**config.mk**
```make
export PLATFORM = sky130hd
export DESIGN_NAME = argmax_classifier
export DESIGN_NICKNAME = d
export VERILOG_FILES = /design/src/rtl/argmax_pkg.sv /design/src/rtl/argmax_cmp.sv /design/src/rtl/argmax_classifier.sv
export SDC_FILE = /design/constraint.sdc
export NUM_CORES = 1
export LEC_CHECK = 0
export ABC_AREA = 1
export CAP_MARGIN = 20
export CORE_MARGIN = 3
export CORE_UTILIZATION = 55
export CTS_CLUSTER_DIAMETER = 120
export DETAILED_ROUTE_END_ITERATION = 10
export PLACE_DENSITY = 0.85
export SYNTH_ARGS = -nofsm -noshare
export SYNTH_HDL_FRONTEND = slang
export SYNTH_HIERARCHICAL = 1
export SYNTH_SLANG_ARGS = --single-unit
```
**constraint.sdc**
```tcl
create_clock -name Clk -period 14.4 [get_ports Clk]
set_input_delay 4.32 -clock Clk [delete_from_list [all_inputs] [get_ports Clk]]
set_output_delay 4.32 -clock Clk [all_outputs]
set_load 0.02 [all_outputs]
```
**src/rtl/argmax_pkg.sv**
```systemverilog
// Shared constants and FSM state type for the argmax classifier.
package argmax_pkg;

   localparam int N_CLASSES_DEF = 10;
   localparam int PROB_W        = 16;
   localparam int IDX_W         = 4;
   localparam int FRAC_BITS     = 11;
   localparam logic [PROB_W-1:0] ONE = PROB_W'(1) << FRAC_BITS;

   typedef enum logic [1:0] {
      ST_IDLE = 2'd0,
      ST_SCAN = 2'd1,
      ST_DONE = 2'd2
   } state_t;

endpackage

```
**src/rtl/argmax_cmp.sv**
```systemverilog
// Combinational best/second-best update for one candidate element.
// Second-best tracking exists only when ARGMAX_MARGIN_EN is defined.
module argmax_cmp
   import argmax_pkg::*;
(
   input  logic [PROB_W-1:0] cand_val,
   input  logic [IDX_W-1:0]  cand_idx,
   input  logic [PROB_W-1:0] best_val,
   input  logic [IDX_W-1:0]  best_idx,
`ifdef ARGMAX_MARGIN_EN
   input  logic [PROB_W-1:0] sec_val,
   input  logic [IDX_W-1:0]  sec_idx,
   output logic [PROB_W-1:0] sec_val_out,
   output logic [IDX_W-1:0]  sec_idx_out,
`endif
   output logic [PROB_W-1:0] best_val_out,
   output logic [IDX_W-1:0]  best_idx_out
);

   // Strictly greater keeps the earliest index on ties.
   logic take_best;
   assign take_best = cand_val > best_val;

   always_comb begin
      best_val_out = best_val;
      best_idx_out = best_idx;
      if (take_best) begin
         best_val_out = cand_val;
         best_idx_out = cand_idx;
      end
   end

`ifdef ARGMAX_MARGIN_EN
   always_comb begin
      sec_val_out = sec_val;
      sec_idx_out = sec_idx;
      if (take_best) begin
         sec_val_out = best_val;
         sec_idx_out = best_idx;
      end else if (cand_val > sec_val) begin
         sec_val_out = cand_val;
         sec_idx_out = cand_idx;
      end
   end
`endif

endmodule

```
**src/rtl/argmax_classifier.sv**
```systemverilog
// Sequential argmax over N_CLASSES snapshotted probabilities, one element per cycle.
// Define ARGMAX_MARGIN_EN to add runner-up, margin and low-confidence outputs.
module argmax_classifier
   import argmax_pkg::*;
#(
   parameter int                N_CLASSES   = N_CLASSES_DEF,
   parameter logic [PROB_W-1:0] CONF_THRESH = ONE >> 1
) (
   input  logic                        Clk,
   input  logic                        Reset,
   input  logic                        Ready,
   input  logic [N_CLASSES*PROB_W-1:0] Probability,
   output logic                        Busy,
   output logic                        Done,
   output logic                        Valid,
   output logic [IDX_W-1:0]            Digit,
   output logic [PROB_W-1:0]           Confidence,
   output logic [IDX_W-1:0]            Runner,
   output logic [PROB_W-1:0]           Margin,
   output logic                        LowConf
);

   localparam logic [IDX_W-1:0] LAST_IDX = IDX_W'(N_CLASSES - 1);

   state_t            state_reg, state_next;
   logic              ready_reg;
   logic [IDX_W-1:0]  idx_reg, idx_next;
   logic [PROB_W-1:0] best_val_reg, best_val_next;
   logic [IDX_W-1:0]  best_idx_reg, best_idx_next;
   logic              busy_reg, busy_next;
   logic              done_reg, done_next;
   logic              valid_reg, valid_next;
   logic [IDX_W-1:0]  digit_reg, digit_next;
   logic [PROB_W-1:0] conf_reg, conf_next;
   logic [PROB_W-1:0] snap_reg [N_CLASSES];
   logic [PROB_W-1:0] cand_val;
   logic [PROB_W-1:0] cmp_best_val;
   logic [IDX_W-1:0]  cmp_best_idx;
   logic              start;
   logic              load_snap;

   assign start     = Ready & ~ready_reg;
   assign load_snap = (state_reg == ST_IDLE) && start;
   assign cand_val  = snap_reg[idx_reg];

   generate
      for (genvar gi = 0; gi < N_CLASSES; gi++) begin : g_snap
         always_ff @(posedge Clk) begin
            if (load_snap) begin
               snap_reg[gi] <= Probability[gi*PROB_W +: PROB_W];
            end
         end
      end
   endgenerate

`ifdef ARGMAX_MARGIN_EN
   logic [PROB_W-1:0] sec_val_reg, sec_val_next;
   logic [IDX_W-1:0]  sec_idx_reg, sec_idx_next;
   logic [PROB_W-1:0] cmp_sec_val;
   logic [IDX_W-1:0]  cmp_sec_idx;
   logic [IDX_W-1:0]  runner_reg, runner_next;
   logic [PROB_W-1:0] margin_reg, margin_next;
   logic              lowconf_reg, lowconf_next;
`endif

   argmax_cmp u_cmp (
      .cand_val     (cand_val),
      .cand_idx     (idx_reg),
      .best_val     (best_val_reg),
      .best_idx     (best_idx_reg),
`ifdef ARGMAX_MARGIN_EN
      .sec_val      (sec_val_reg),
      .sec_idx      (sec_idx_reg),
      .sec_val_out  (cmp_sec_val),
      .sec_idx_out  (cmp_sec_idx),
`endif
      .best_val_out (cmp_best_val),
      .best_idx_out (cmp_best_idx)
   );

   always_comb begin
      state_next    = state_reg;
      idx_next      = idx_reg;
      best_val_next = best_val_reg;
      best_idx_next = best_idx_reg;
      busy_next     = busy_reg;
      done_next     = 1'b0;
      valid_next    = valid_reg;
      digit_next    = digit_reg;
      conf_next     = conf_reg;
`ifdef ARGMAX_MARGIN_EN
      sec_val_next  = sec_val_reg;
      sec_idx_next  = sec_idx_reg;
      runner_next   = runner_reg;
      margin_next   = margin_reg;
      lowconf_next  = lowconf_reg;
`endif
      case (state_reg)
         ST_IDLE: begin
            if (start) begin
               idx_next   = '0;
               busy_next  = 1'b1;
               valid_next = 1'b0;
               state_next = ST_SCAN;
            end
         end
         ST_SCAN: begin
            // Element 0 seeds the best; the runner-up starts at value 0, index 0.
            if (idx_reg == '0) begin
               best_val_next = cand_val;
               best_idx_next = '0;
`ifdef ARGMAX_MARGIN_EN
               sec_val_next  = '0;
               sec_idx_next  = '0;
`endif
            end else begin
               best_val_next = cmp_best_val;
               best_idx_next = cmp_best_idx;
`ifdef ARGMAX_MARGIN_EN
               sec_val_next  = cmp_sec_val;
               sec_idx_next  = cmp_sec_idx;
`endif
            end
            idx_next = idx_reg + 1'b1;
            if (idx_reg == LAST_IDX) begin
               state_next = ST_DONE;
            end
         end
         ST_DONE: begin
            digit_next   = best_idx_reg;
            conf_next    = best_val_reg;
`ifdef ARGMAX_MARGIN_EN
            runner_next  = sec_idx_reg;
            margin_next  = best_val_reg - sec_val_reg;
            lowconf_next = best_val_reg < CONF_THRESH;
`endif
            done_next    = 1'b1;
            valid_next   = 1'b1;
            busy_next    = 1'b0;
            state_next   = ST_IDLE;
         end
         default: state_next = ST_IDLE;
      endcase
   end

   always_ff @(posedge Clk) begin
      if (Reset) begin
         state_reg    <= ST_IDLE;
         ready_reg    <= 1'b0;
         idx_reg      <= '0;
         best_val_reg <= '0;
         best_idx_reg <= '0;
         busy_reg     <= 1'b0;
         done_reg     <= 1'b0;
         valid_reg    <= 1'b0;
         digit_reg    <= '0;
         conf_reg     <= '0;
      end else begin
         state_reg    <= state_next;
         ready_reg    <= Ready;
         idx_reg      <= idx_next;
         best_val_reg <= best_val_next;
         best_idx_reg <= best_idx_next;
         busy_reg     <= busy_next;
         done_reg     <= done_next;
         valid_reg    <= valid_next;
         digit_reg    <= digit_next;
         conf_reg     <= conf_next;
      end
   end

`ifdef ARGMAX_MARGIN_EN
   always_ff @(posedge Clk) begin
      if (Reset) begin
         sec_val_reg <= '0;
         sec_idx_reg <= '0;
         runner_reg  <= '0;
         margin_reg  <= '0;
         lowconf_reg <= 1'b0;
      end else begin
         sec_val_reg <= sec_val_next;
         sec_idx_reg <= sec_idx_next;
         runner_reg  <= runner_next;
         margin_reg  <= margin_next;
         lowconf_reg <= lowconf_next;
      end
   end

   assign Runner  = runner_reg;
   assign Margin  = margin_reg;
   assign LowConf = lowconf_reg;
`else
   assign Runner  = '0;
   assign Margin  = '0;
   assign LowConf = 1'b0;
`endif

   assign Busy       = busy_reg;
   assign Done       = done_reg;
   assign Valid      = valid_reg;
   assign Digit      = digit_reg;
   assign Confidence = conf_reg;

endmodule

```
== After elaboration in Yosys (flattened, before gate mapping) ==
Memories as Yosys holds them, arrays and structs flattened. A register that Yosys moved wholly into a read port is not among the register bits.
Cells that the tools add are included.

* Bits in registers: 50
* Bits in latches: 0
* Memory bits (writable): 160
* ROM bits: 0
* Bits of input ports: 163
* Output and inout port bits: 44
* Logic and storage cells: 48
* Memories: 1

{| class="wikitable"
|+ Memory list
! memory !! words !! width !! rd ports !! clocked after Yosys merged registers in !! wr ports !! RTL line !! source
|-
| snap_reg || 10 || 16 || 1 || 1 || 10 || argmax_classifier.sv:35 || <nowiki>logic [PROB_W-1:0] snap_reg [N_CLASSES];</nowiki>
|}

* Add/sub/neg operators: 1
* $mul: 0
* Divide/modulo/power cells: 0
* $lt $le $gt $ge: 1
* Equality and inequality tests: 5
* Shift-type cells: 0
* Mux-type cells: 18
* Bitwise gates (word level): 2
* Reductions and logical operators: 10

{| class="wikitable"
|+ Operators with widths
! operator !! count
|-
| 2-to-1 mux 16 bit || 2
|-
| 2-to-1 mux 4 bit || 5
|-
| greater-than comparator 16 bit || 1
|-
| case mux 4 bit (2 select lines) || 1
|-
| AND reduction 2 bit || 4
|-
| nonzero test 2 bit || 3
|-
| 2-to-1 mux 1 bit || 5
|-
| adder 4 x 1 -> 4 bit, second input constant || 1
|-
| equality test 4 bit, second input constant || 1
|-
| zero test 4 bit || 1
|-
| 2-to-1 mux 2 bit || 2
|-
| != test 2 bit, second input constant || 2
|-
| case mux 1 bit (2 select lines) || 2
|-
| case mux 2 bit (2 select lines) || 1
|-
| equality test 2 x 1 -> 1 bit, second input constant || 1
|-
| equality test 2 bit, second input constant || 1
|-
| zero test 2 bit || 1
|-
| bitwise AND 1 bit || 1
|-
| logical AND 1 bit || 1
|-
| NOT 1 bit || 1
|}

== Logic depth before layout (Yosys ltp) ==
Gate-level depths: netlist (run 1).

* Depth in word-level cells: 6
* Gate-level depth with buffers: 28
* Mapped depth without buffers: 25

== Cells and area by module ==
The synthesis (run 1) kept the hierarchy.

{| class="wikitable"
|+ By module, submodules not included
! module !! instances !! cells each !! area an instance (µm²) !! sequential area each (µm²)
|-
| argmax_classifier || 1 || 913 || 9013.6 || 5885.6
|-
| argmax_cmp || 1 || 137 || 780.7 || 0.0
|}

== Worst setup path after synthesis (run 1) ==
OpenSTA, ideal clock, no wires.

* Path type: input to register
* From: input port Ready
* To: register (tool-made name)
* Setup time: 0.138 ns
* Arrival: 7.972 ns
* Data required time: 14.262 ns
* Slack: 6.291 ns
* Stages on the path: 5
* Buffers on the path: 0
* Cell sequence: nand3_1 -> inv_1 -> nor2_1 -> nor2_1 -> a211oi_1

{| class="wikitable"
|+ RTL lines
! item !! RTL line !! source
|-
| from (decl) || argmax_classifier.sv:11 || <nowiki>input logic Ready,</nowiki>
|}

==> impl_results.md, run 1 <==
- Routed WL: 24.7 mm
- Initial antenna violation count: 1
- Synthesized area: 0.00979 mm²
- Sw power: 406 µW
- Die area: 0.0194 mm²
- WHS: 0.500 ns
- First-pass GRT wire length: approximately 38 mm
- Max Slew Vio Count: 0
- Critical path type: in -> reg
- Area contributors post-synth: edfxtp_1, dfxtp_1, nand2_1
- Core area: 0.0174 mm²
- Part of the cycle the worst path needs: 45.4%
- Worst Max-Slew Pin Slew: 1.11 ns
- Synth-to-layout area growth: 26.2%
- Upper clock frequency limit: roughly 150 MHz
- Worst-path cell chain: clkdlybuf4s50_1 > nand3_1 > inv_6 > buf_4
- CTS tree: done
- Combinational power share: 16.0%
- Resized cells post-CTS: 0
- Hold EP: Busy$_SDFFE_PP0P_
- Hold path startpoint: Busy$_SDFFE_PP0P_
- Hold Crit Class: reg -> reg
- Met3 usage: 4.12%
- Clock Tree Buf Depth: 3
- Final setup TNS: 0 ns
- Static Leak: 0.00525 µW
- Residual DRC count: 0
- Max cap viols: 0
- #FFs+latches synth: 214
- Buf+Inv Stages, Crit Path: 3
- Mean Syn Cell Area: around 9.3 µm²
- Slew headroom: between 20% and 30%
- Worst vdd ir: 103 µV
- Routed len/inst: 16.9 µm
- Clk pwr share: 37.6%
- Register area share after synthesis: 60.1%
- GRT Overall Usage: 24.3%
- ANT nets after route: 0
- Clock Latency Late Sink: 0.51 ns
- CP delay by family, top: buffers and inverters
- Layout cell share with drive strength beyond 1: 6.82%
- Pwr per Cell Area: 126 mW/mm²
- Hold Fails Final Rpt: 0
- Post-layout net count: between 1,000 and 1,500
- Vias: about 7,600
- Startpoint Class: input port
- CTS clk-pin slew, worst paths: roughly 0.060 ns
- Largest net degree at the start of global routing: 88
- Hold Crit Depth: 2
- GR Overflow Total: 0
- Status: finished, final reports clean
- Final setup fails: 0
- Final Wtd Congestion: 0.799
- Busiest layer in global routing: met2
- Initial Util: 56.4%
- Largest register FFs: 160
- DP Wirelength: 16.6 mm
- Unrepaired setup endpoints after global routing: false
- Top-area cell type share of the netlist area: 49.1%
- FF-to-FF setup slack: 9.51 ns
- Crit path max-delay cell type: buf_4
- Worst setup EP type: flip-flop
- IO Pins: 207
- Largest area contributor in the netlist: edfxtp_1
- Grt met2 use: 40.1%
- Chip Height: 139 µm
- Cell internal pwr: around 1200 µW
- Starting DRT DRC Count: 819
- Fillers: 1,258
- Worst EP required: 14.53 ns
- PortBufs: approximately 190
- Post-synthesis cell count: 1,050
- Post-CTS Hold Buffers: 0
- Crit-path max FO: a little under 90
- Synth top cells by count: nand2_1, edfxtp_1, nand3_1
- Fin crit period: 6.54 ns
- R2R cell count: 19
- Ys Warns: 6
- Post-CTS setup repair buffer count: 0
- Predominant post-synthesis flop cell: edfxtp_1
- Top-count cell post-synth: nand2_1
- Num CTS Buffers: 23
- Average vias per placed instance: 5.22
- Reg2reg end: best_val_reg[12]$_SDFFE_PP0P_
- Row Count: 48
- Met1 usage: 32.5%
- Die X: 139 µm
- Sequential share of power: 46.4%
- Async S/R FF share, synth: 0%
- H-tree depth: 1
- Switching Share: 26.0%
- Root Driver: clkbuf_16
- Max stage delay on crit path: a little under 1 ns
- DRT Pass-1 Iters: 5
- Synth unique cells: 27
- Worst EP arrival: around 6.7 ns
- Vias in the first global route: slightly above 7,000
- Clock Sinks: about 210
- Final Skew: between 0.015 and 0.02 ns
- Post-synth EDFFs: 160
==> power by group through the flow <==
stage	Sequential (µW)	Combinational, µW	Clock [µW]
final	724	250	587
after global routing	727	278	623
after CTS	724	248	595
after detailed placement	737	246	0
after global placement	734	239	0
after floorplan	736	172	0
==> kinds of logic after synthesis <==
logic type	Yosys count	share of synthesized area, %
xor+xnor	1	0.0894
compound gates	73	4.31
fa+ha+maj	19	2.43
other cells	1	0.0383
simple gates	538	23.2
buf+inv	204	9.82
flops	214	60.1
==> routing by layer <==
layer | share of wire, % | vias to the layer above | wire length, µm
met5 | 0 | - | 0
li1 | - | 3684 | -
met4 | 3.4 | 0 | 828
met1 | 40 | 3481 | 9870
met3 | 8.6 | 47 | 2140
met2 | 48 | 388 | 11900
==> per-stage QoR <==
stage	area (µm²)	instances	setup WS, ns	total power [µW]	util [%]
2_1_floorplan	9870	1070	6.29	907	-
3_3_place_gp	11600	1413	7.48	973	66.8
3_5_place_dp	11600	1413	7.40	983	66.8
4_1_cts	12300	1455	7.91	1570	71.1
5_1_grt	12400	1457	7.67	1630	71.2
6_report	12400	1457	7.86	1560	71.2
==> area by class of cell <==
| type | count | area (µm²) | area share (%) |
|---|---|---|---|
| Sequential cell | 214 | 5890 | 47.6 |
| Multi-Input combinational cell | 652 | 3020 | 24.4 |
| Timing Repair Buffer | 192 | 1920 | 15.5 |
| Clock buffer | 29 | 608 | 4.92 |
| Inverter | 131 | 502 | 4.06 |
| Tap cell | 225 | 282 | 2.28 |
| Clock inverter | 13 | 143 | 1.15 |
| Antenna cell | 1 | 2.50 | 0.0202 |
==> how the worst max path moves through the flow <==
stage,startpoint,endpoint,slack [ns],cells past startpoint
3_3_place_gp,Ready,snap_reg[7][1]$_DFFE_PP_,7.48,4
3_5_place_dp,Ready,snap_reg[7][15]$_DFFE_PP_,7.40,4
2_1_floorplan,Ready,flip-flop,6.29,5
6_report,Ready,snap_reg[6][15]$_DFFE_PP_,7.86,4
4_1_cts,Ready,Busy$_SDFFE_PP0P_,7.91,6
5_1_grt,Ready,Busy$_SDFFE_PP0P_,7.67,6
==> tightest hold or removal path: stages (launching register included) <==
cell,delay (ns)
dfxtp_1,0.31
nand3_1,0.08
nand2_1,0.06
==> cell usage in the layout (no fill, tap or decap), types with 2 or more instances in the layout <==
master / instances
edfxtp_1: 160
nand2_1: 254
inv_1: 126
nor2_2: 2
a21oi_1: 16
nor3_1: 2
bufinv_16: 3
o21ai_0: 41
clkbuf_1: 5
nor2_1: 116
conb_1: 21
clkbuf_16: 23
inv_6: 4
ha_1: 19
nand2_2: 23
clkdlybuf4s50_1: 185
clkinv_1: 6
buf_4: 6
a211oi_1: 2
inv_2: 3
nand3_1: 138
dfxtp_1: 53
a21oi_2: 13
Power figures use the tool's default switching activity.
==> run 2, diff against run 1 <==
Settings changed: CORE_UTILIZATION 55 to 46, PLACE_DENSITY 0.85 to 0.76.
Clock period 14.4 ns to 5.65 ns, I/O delays scaled along.
==> impl_results.md, run 2 (synthesis gave the netlist of run 1 again) <==
- Average vias per placed instance: 4.95 (-5.1%)
- Chip Height: 152 µm (+8.9%)
- CTS clk-pin slew, worst paths: 0.06 ns (about the same)
- Core area: 0.0206 mm² (+18%)
- Fin crit period: between 4 and 5 ns
- IO Pins: 207 (unchanged)
- Final setup TNS: 0 ns (unchanged)
- Initial Util: 47.6% (-8.8 points)
- Most frequent cells in the layout: nand2_1, clkdlybuf4s50_1, edfxtp_1
- Hold path startpoint: Busy$_SDFFE_PP0P_
- Vias: 7,444 (-2.1%)
- Largest net degree at the start of global routing: 110 (+25%)
- Starting DRT DRC Count: 618 (-25%)
- Sw power: 1030 µW (+150%)
- FF-to-FF setup slack: 1.41 ns (-8.10 ns)
- ANT nets after route: 0 (unchanged)
- Clk pwr share: 37.4% (-0.2 points)
- Final setup fails: 0 (unchanged)
- Num CTS Buffers: 24 (+4.3%)
- Worst EP arrival: 4.62 ns (-2.04 ns)
- WHS: 0.469 ns (-0.0304 ns)
- Clock Tree Buf Depth: 3 (unchanged)
- First-pass GRT wire length: 38.4 mm (+2.2%)
- Post-CTS Hold Buffers: 0 (unchanged)
- Hold Crit Class: reg -> reg
- Die area: 0.0231 mm² (+19%)
- Worst EP required: 6.03 ns (-8.50 ns)
- GRT Overall Usage: 20.5% (-3.8 points)
- Post-CTS setup repair buffer count: 0 (unchanged)
- Layout cell share with drive strength beyond 1: 7.06% (+0.23 points)
- Combinational power share: 15.8% (-0.2 points)
- Static Leak: 0.00526 µW (+0.11%)
- Crit-path max FO: 51 (-41%)
- Hold Fails Final Rpt: 0 (unchanged)
- Switching Share: 26.1% (+0.13 points)
- GR Overflow Total: 0 (unchanged)
- Max Slew Vio Count: 0 (unchanged)
- Sequential share of power: 46.9% (+0.5 points)
- Row Count: 52 (+8.3%)
- Synth-to-layout area growth: 26.9%
- Final Skew: 0.0274 ns (+0.00996 ns)
- Most common cell after layout, fill and taps aside: nand2_1
- DRT Pass-1 Iters: 5 (unchanged)
- Vias in the first global route: 7,326 (+2.2%)
- Initial antenna violation count: 1 (unchanged)
- Clock Sinks: 214 (unchanged)
- Hold EP: Busy$_SDFFE_PP0P_
- Routed WL: 24.4 mm (-1.3%)
- PortBufs: 185 (unchanged)
- Unrepaired setup endpoints after global routing: false
- Largest register FFs: 160 (unchanged)
- Upper clock frequency limit: 236 MHz
- Die X: 152 µm (+8.9%)
- Slew headroom: 30.4% (+4.3 points)
- Status: finished, final reports clean
- Reg2reg end: best_val_reg[12]$_SDFFE_PP0P_
- Post-layout net count: 1,397 (+0.072%)
- Worst vdd ir: 219 µV (+110%)
- Pwr per Cell Area: 318 mW/mm² (+150%)
- Routed len/inst: 16.2 µm (-4.4%)
- Critical path type: reg -> reg
- Residual DRC count: 0 (unchanged)
- Hold Crit Depth: 2 (unchanged)
- Root Driver: clkbuf_16
- DP Wirelength: 16.8 mm (+1.1%)
- Worst setup EP type: flip-flop
- R2R cell count: 18 (-1)
- Final Wtd Congestion: 0.872 (+9.1%)
- H-tree depth: 1 (unchanged)
- Startpoint Class: flip-flop
- Resized cells post-CTS: 0 (unchanged)
- Part of the cycle the worst path needs: 75.1%
- Cell internal pwr: 2920 µW (+150%)
- Max cap viols: 0 (unchanged)
- Worst Max-Slew Pin Slew: 1.04 ns (-0.0661 ns)
- Fillers: 1,749 (+39%)
- CTS tree: done
- Clock Latency Late Sink: 0.52 ns (about the same)
-- run 2: cell count changes in the layout (fill, tap and decap cells not counted), sizes merged --
| cell | before | now |
|---|---|---|
| clkbuf | 29 | 38 |
| bufinv | 3 | 0 |
| inv | 133 | 132 |
| clkinv | 7 | 4 |
-- run 2: final cells by class --
cell class	instances	area [µm²]	share of cell area, %
multi-input cells	652	3020	24.3
repair buffers	192	1920	15.4
clock inverters	6	45.0	0.362
diodes	1	2.50	0.0201
clock buffers	38	716	5.76
inverters	131	502	4.04
well taps	270	338	2.72
flip-flops and latches	214	5890	47.4
-- run 2: routing by layer --
layer	part of all wire, %	wire [µm]	vias to the layer above	track usage, %
met3	6.8	1670	45	3.13
li1	-	-	3688	-
met5	0	0	-	0
met2	48	11700	284	34.2
met4	3.2	788	0	6.68
met1	42	10200	3427	27.7
-- run 2: how the worst max path moves through the flow --
stage	start	to	cells after the start
5_1_grt	flip-flop	best_val_reg[12]$_SDFFE_PP0P_	18
2_1_floorplan	Ready	flip-flop	5
4_1_cts	flip-flop	best_val_reg[12]$_SDFFE_PP0P_	18
3_3_place_gp	flip-flop	best_val_reg[8]$_SDFFE_PP0P_	18
6_report	flip-flop	best_val_reg[12]$_SDFFE_PP0P_	18
3_5_place_dp	flip-flop	best_val_reg[12]$_SDFFE_PP0P_	18
-- run 2: worst max-delay path: stages, from the launching register on --
cell	delay [ns]
dfxtp_2	0.71
buf_4	0.57
nand2_1	0.13
nand3_1	0.10
nand3_1	0.14
nand3_1	0.18
nand2_1	0.13
ha_1	0.34
nand2_2	0.08
nor3_2	0.22
nand2_1	0.09
nand2_2	0.33
nand2_2	0.49
nand2_2	0.16
nand2_1	0.06
nor2_1	0.12
nor2_1	0.06
nand2_1	0.11
a21oi_2	0.05
-- run 2: power by group through the flow --
| stage | Clock (µW) | Combinational (µW) | Sequential (µW) |
|---|---|---|---|
| 2_1_floorplan | 0 | 437 | 1880 |
| 3_3_place_gp | 0 | 609 | 1880 |
| 3_5_place_dp | 0 | 616 | 1890 |
| 4_1_cts | 1510 | 621 | 1850 |
| 5_1_grt | 1580 | 696 | 1860 |
| 6_report | 1480 | 623 | 1850 |
-- run 2: stage by stage --
step / cell area (µm²) / setup WS (ns) / utilization [%] / total power, µW / cells
final: 12400 / 1.41 / 60.4 / 3950 / 1504
after global routing: 12400 / 0.958 / 60.4 / 4140 / 1504
after CTS: 12400 / 1.45 / 60.4 / 3980 / 1503
after detailed placement: 11700 / 1.49 / 56.7 / 2500 / 1459
after global placement: 11700 / 1.61 / 56.7 / 2490 / 1459
after floorplan: 9870 / 0.166 / - / 2310 / 1070
==> edit 1: new RTL, settings of run 2 <==
Set the package constant `PROB_W` to 20 (it was 16).
--- a/src/rtl/argmax_pkg.sv
+++ b/src/rtl/argmax_pkg.sv
@@ -4,3 +4,3 @@
    localparam int N_CLASSES_DEF = 10;
-   localparam int PROB_W        = 16;
+   localparam int PROB_W        = 20;
    localparam int IDX_W         = 4;
Interface: changed (resized Confidence, Margin and Probability); port bits go from 207 to 255. No check against the original RTL was run, so the function may have changed too.
==> edit 1 against run 2 <==
  * Synthesized area up 22%
  * Sequential cell count up 48
  * Total power up 20%
  * Cell count up 23%
  * Setup slack better by 0.17 ns
  * Wire length up 22%
  * First-iteration DRC count up 30%
  * Final area up 22%
==> edit 1: results <==
group,metric,value,unit
global_route,met1_usage,27.3,%
final_layout,final_nets,1721,
placed_design,postPlaceCellArea,14300,um2
hold_path,hold_path.class,"flop to flop",
timing,skew,0.0195,ns
worst_setup_path,crit_fanout,100,
synthesis,synth_edf_count,200,
synthesis,synthTopCellsByArea,"edfxtp_1 50%, nand2_1 11%, dfxtp_1 10%",
timing,worstMarginPinSlew,1.08,ns
cts,cts.clk_slew.worst_paths,0.06,ns
placed_design,dp.cells,1795,
placed_design,pre_cts_ws,1.54,ns
detailed_routing,via_per_inst,5.03,
outcome,status,"finished clean",
cts,cts_buffers,27,
placed_design,hpwl,20500,um
synthesis,ys_seq_area_share,60.7,%
global_route,grt_pass1_wl,46300,um
detailed_routing,drt_iter0_drc,805,
global_route,grt_pass1_vias,8927,
cts,cts.path.max_buffers,3,
global_route,antenna_found_initial,0,
pwr,peakVddDrop,207,uV
final_layout,largest_register_ffs,200,
synthesis,synth_flop_cell,"edfxtp_1",
global_route,use_met3,3.35,%
worst_setup_path,crit_arrival,4.54,ns
global_route,met2_usage,35.5,%
synthesis,synth_common_cells,"342 x nand2_1, 200 x edfxtp_1, 169 x nand3_1",
timing,hold_violations,0,
placed_design,numPortBuffers,229,
synthesis,postSynthCellCount,1290,
final_layout,drive_above_1_share,4.35,%
pwr,leakage,6.35,nW
synthesis,ys_warn_count,6,
global_route,grt_max_degree,111,
detailed_routing,wl_per_cell,16.2,um
placed_design,gp_congestion,0.881,
cts,cts_root_buf,"clkbuf_16",
final_layout,fill_cells,2090,
final_layout,insertedDiodeCount,0,
synthesis,synthDistinctLibCells,28,
global_route,gr-usage-all-layers,20.6,%
detailed_routing,wl,29800,um
detailed_routing,first_pass_iters,8,
cts,clk_latency,0.55,ns
edit 1: cell types whose count changed after synthesis, sizes merged, moves of 2 or more:
| cell | before | now |
|---|---|---|
| o21ai | 41 | 50 |
| nand3 | 138 | 170 |
| nor2 | 118 | 143 |
| nor3 | 3 | 1 |
| nand2 | 277 | 346 |
| a21oi | 29 | 35 |
| dfxtp | 54 | 62 |
| inv | 131 | 164 |
| edfxtp | 160 | 200 |
| ha | 19 | 23 |
| buf | 56 | 71 |
edit 1: routing by layer:
layer	wire length (um)	vias up
met5	0	-
met4	768	0
met3	2220	56
met2	14800	412
met1	12100	4275
li1	-	4535
edit 1: metrics by stage:
step	TNS, ns	hold WS (ns)
after floorplan	-609.62	0.466
after global placement	0	0.464
after detailed placement	0	0.462
after CTS	0	0.473
after global routing	0	0.503
final	0	0.471
edit 1: final timing paths:
check / from / to / slack [ns] / cells past startpoint
setup / recovery: flop / best_val_reg[13] / 1.58 / 19
hold / removal: Busy / Busy / 0.47 / 2
setup reg to reg: flop / best_val_reg[13] / 1.58 / 19
hold reg to reg: Busy / Busy / 0.47 / 2
edit 1: worst max-delay path: stages, from the launching register on:
cell and delay [ns]:
dfxtp_4 0.34, buf_4 0.79, nand2_1 0.12, nand3_1 0.12, nand3_1 0.20, nand3_1 0.19, nand2_1 0.11, ha_1 0.33
nand2_1 0.09, nor2_4 0.11, nand2_2 0.08, nor2_4 0.15, nand4_4 0.37, nand2_4 0.43, nand2_1 0.09, nand2_1 0.07
nor2_1 0.04, nor2_1 0.11, nand2_1 0.07, a21oi_1 0.13
edit 1: kinds of logic (layout without fill, tap and decap cells):
family | Yosys count | after routing | synth area share (%)
AO/OA/AOI/OAI | 89 | 89 | 3.85
other | 1 | 25 | 0.0314
adder cells (fa/ha/maj) | 23 | 23 | 2.41
flip-flops | 262 | 262 | 60.7
AND/OR/NAND/NOR | 663 | 663 | 23.3
buffers and inverters | 252 | 454 | 9.69
edit 1: final cells by class:
type,count,area [um2],share of cell area (%)
Clock buffer,36,719,4.74
Clock inverter,14,118,0.774
Inverter,164,616,4.05
Multi-Input combinational cell,800,3630,23.9
Sequential cell,262,7250,47.7
Tap cell,330,413,2.72
Timing Repair Buffer,240,2440,16.1
edit 1: power by group:
group	total [mW]	internal (mW)	switching, mW
registers	2.26	2.21	0.0494
logic	0.782	0.315	0.467
clock network	1.69	0.948	0.745
total	4.74	3.47	1.26
==> edit 2: new RTL, flow settings as in run 2 <==
Without the edit above. Put one more register stage on the output `Digit`, with the module's reset. The value now appears one clock later. The other outputs are not delayed to match.
--- a/src/rtl/argmax_classifier.sv
+++ b/src/rtl/argmax_classifier.sv
@@ -200,3 +200,9 @@
    assign Valid      = valid_reg;
-   assign Digit      = digit_reg;
+   always_ff @(posedge Clk) begin
+      if (Reset) begin
+         Digit <= '0;
+      end else begin
+         Digit <= digit_reg;
+      end
+   end
    assign Confidence = conf_reg;
Behaviour: same outputs for any inputs over 10 cycles, from zero or initial values and one cycle with Reset high; that may be too few to reach the edited logic, so the function may still have changed.
==> edit 2 against run 2 <==
  * Non-clock buffer count rose by 1
  * Final area rose by 0.32%
  * Cell count rose by 0.27%
  * Wire length barely moved
  * Sequential cell count rose by 4
  * Combinational power rose by 1%
  * Setup slack improved by 0.13 ns
  * Total power barely moved
  * Clock skew fell by 0.015 ns
  * Synthesized area rose by 0.74%
  * Highest routed layer unchanged
==> edit 2: results <==
group,metric,value,unit
placed_design,gp_congestion,0.865,
synthesis,synthDistinctLibCells,31,
global_route,grt_pass1_wl,37400,um
cts,clk_latency,0.51,ns
cts,cts_setup_buffers,0,
cts,htreeDepth,1,
pwr,peakVddDrop,295,uV
placed_design,hpwl,17100,um
pwr,p_clk,1.44,mW
synthesis,synth_compound_area_share,4.13,%
synthesis,synth_flop_cell,"edfxtp_1",
global_route,grt_pass1_vias,7174,
outcome,status,"finished clean",
global_route,antenna_found_initial,2,
detailed_routing,first_pass_iters,5,
cts,cts.path.max_buffers,3,
synthesis,synth_edf_count,160,
synthesis,ys_warn_count,6,
synthesis,ys_seq_area_share,60.5,%
pwr,p_comb,631,uW
global_route,use_met3,3.86,%
detailed_routing,num_vias,7530,
global_route,grt_max_degree,85,
detailed_routing,wl,24400,um
timing,worstMarginPinSlew,0.993,ns
global_route,gr-usage-all-layers,19.9,%
final_layout,final_cells,1508,
synthesis,synthTopCellsByArea,"edfxtp_1 49%, dfxtp_1 12%, nand2_1 9.6%",
detailed_routing,drt_iter0_drc,690,
timing,skew,0.0129,ns
flow_run,drv_cap,0,
synthesis,synth_common_cells,"252 x nand2_1, 160 x edfxtp_1, 138 x nand3_1",
synthesis,async_reset_ff_share,0,%
placed_design,postPlaceCellArea,11700,um2
cts,cts.clk_slew.worst_paths,0.06,ns
synthesis,synthXorXnorAreaFrac,0,%
global_route,met1_usage,26.9,%
synthesis,synthMuxAreaShare,0,%
final_layout,fill_cells,1681,
synthesis,synthAdderAreaFrac,2.41,%
global_route,met2_usage,32.4,%
hold_path,hold_path.class,"flop to flop",
synthesis,postSynthCellCount,1053,
worst_setup_path,start_kind,"flop",
final_layout,final_nets,1401,
worst_setup_path,crit_fanout,69,
placed_design,numPortBuffers,185,
final_layout,largest_register_ffs,160,
pwr,leakage,5.19,nW
pwr,switching_share,26.1,%
pwr,p_clk_share,36.5,%
hold_path,worstHoldStart,"digit_reg[2]",
cts,cts_buffers,23,
placed_design,pre_cts_ws,1.64,ns
final_layout,drive_above_1_share,5.99,%
cts,cts_resized,0,
==> edit 2: cell types whose count changed in the layout (fill, tap and decap cells not counted), moves of 4 or more <==
| cell | run 2 | this run |
|---|---|---|
| o22a_1 | 0 | 4 |
| a21oi_2 | 13 | 1 |
| clkbuf_1 | 10 | 5 |
| clkinv_1 | 0 | 7 |
| o21ai_0 | 41 | 37 |
| a21oi_1 | 16 | 29 |
| dfxtp_1 | 53 | 57 |
==> edit 2: worst max-delay path: stages, from the launching register on <==
cell	delay, ns
dfxtp_2	0.50
buf_4	0.64
nand2_1	0.11
nand3_1	0.14
nand3_1	0.17
nand3_1	0.19
nand2_1	0.09
ha_1	0.29
nand2_1	0.06
nor2_1	0.16
nand2_1	0.07
nand2_1	0.06
nand2_1	0.06
nand2_2	0.34
nand2_2	0.50
nand2_2	0.16
nand2_1	0.06
nor2_1	0.10
nor2_1	0.06
nand2_1	0.10
a21oi_1	0.06
==> edit 2: layer usage <==
metal  part of all wire, %  wire length (um)
met5                     0                 0
met4                   3.4               830
met1                    42             10300
met2                    47             11400
met3                   7.6              1860
==> edit 2: final timing paths <==
check	slack, ns	depth (start not counted)	to
worst min-delay path	0.42	2	Digit[2]
worst max-delay path	1.54	20	best_val_reg[6]
worst max register to register	1.54	20	best_val_reg[6]
worst min register to register	0.42	2	Digit[2]
==> edit 2: area by class of cell <==
cell class | count | area [um2] | area share, %
diodes | 2 | 5.00 | 0.0401
clock buffers | 28 | 594 | 4.77
clock inverters | 14 | 130 | 1.04
inverters | 134 | 510 | 4.09
multi-input cells | 649 | 3000 | 24.1
flip-flops and latches | 218 | 5970 | 47.9
well taps | 270 | 338 | 2.71
repair buffers | 193 | 1920 | 15.4
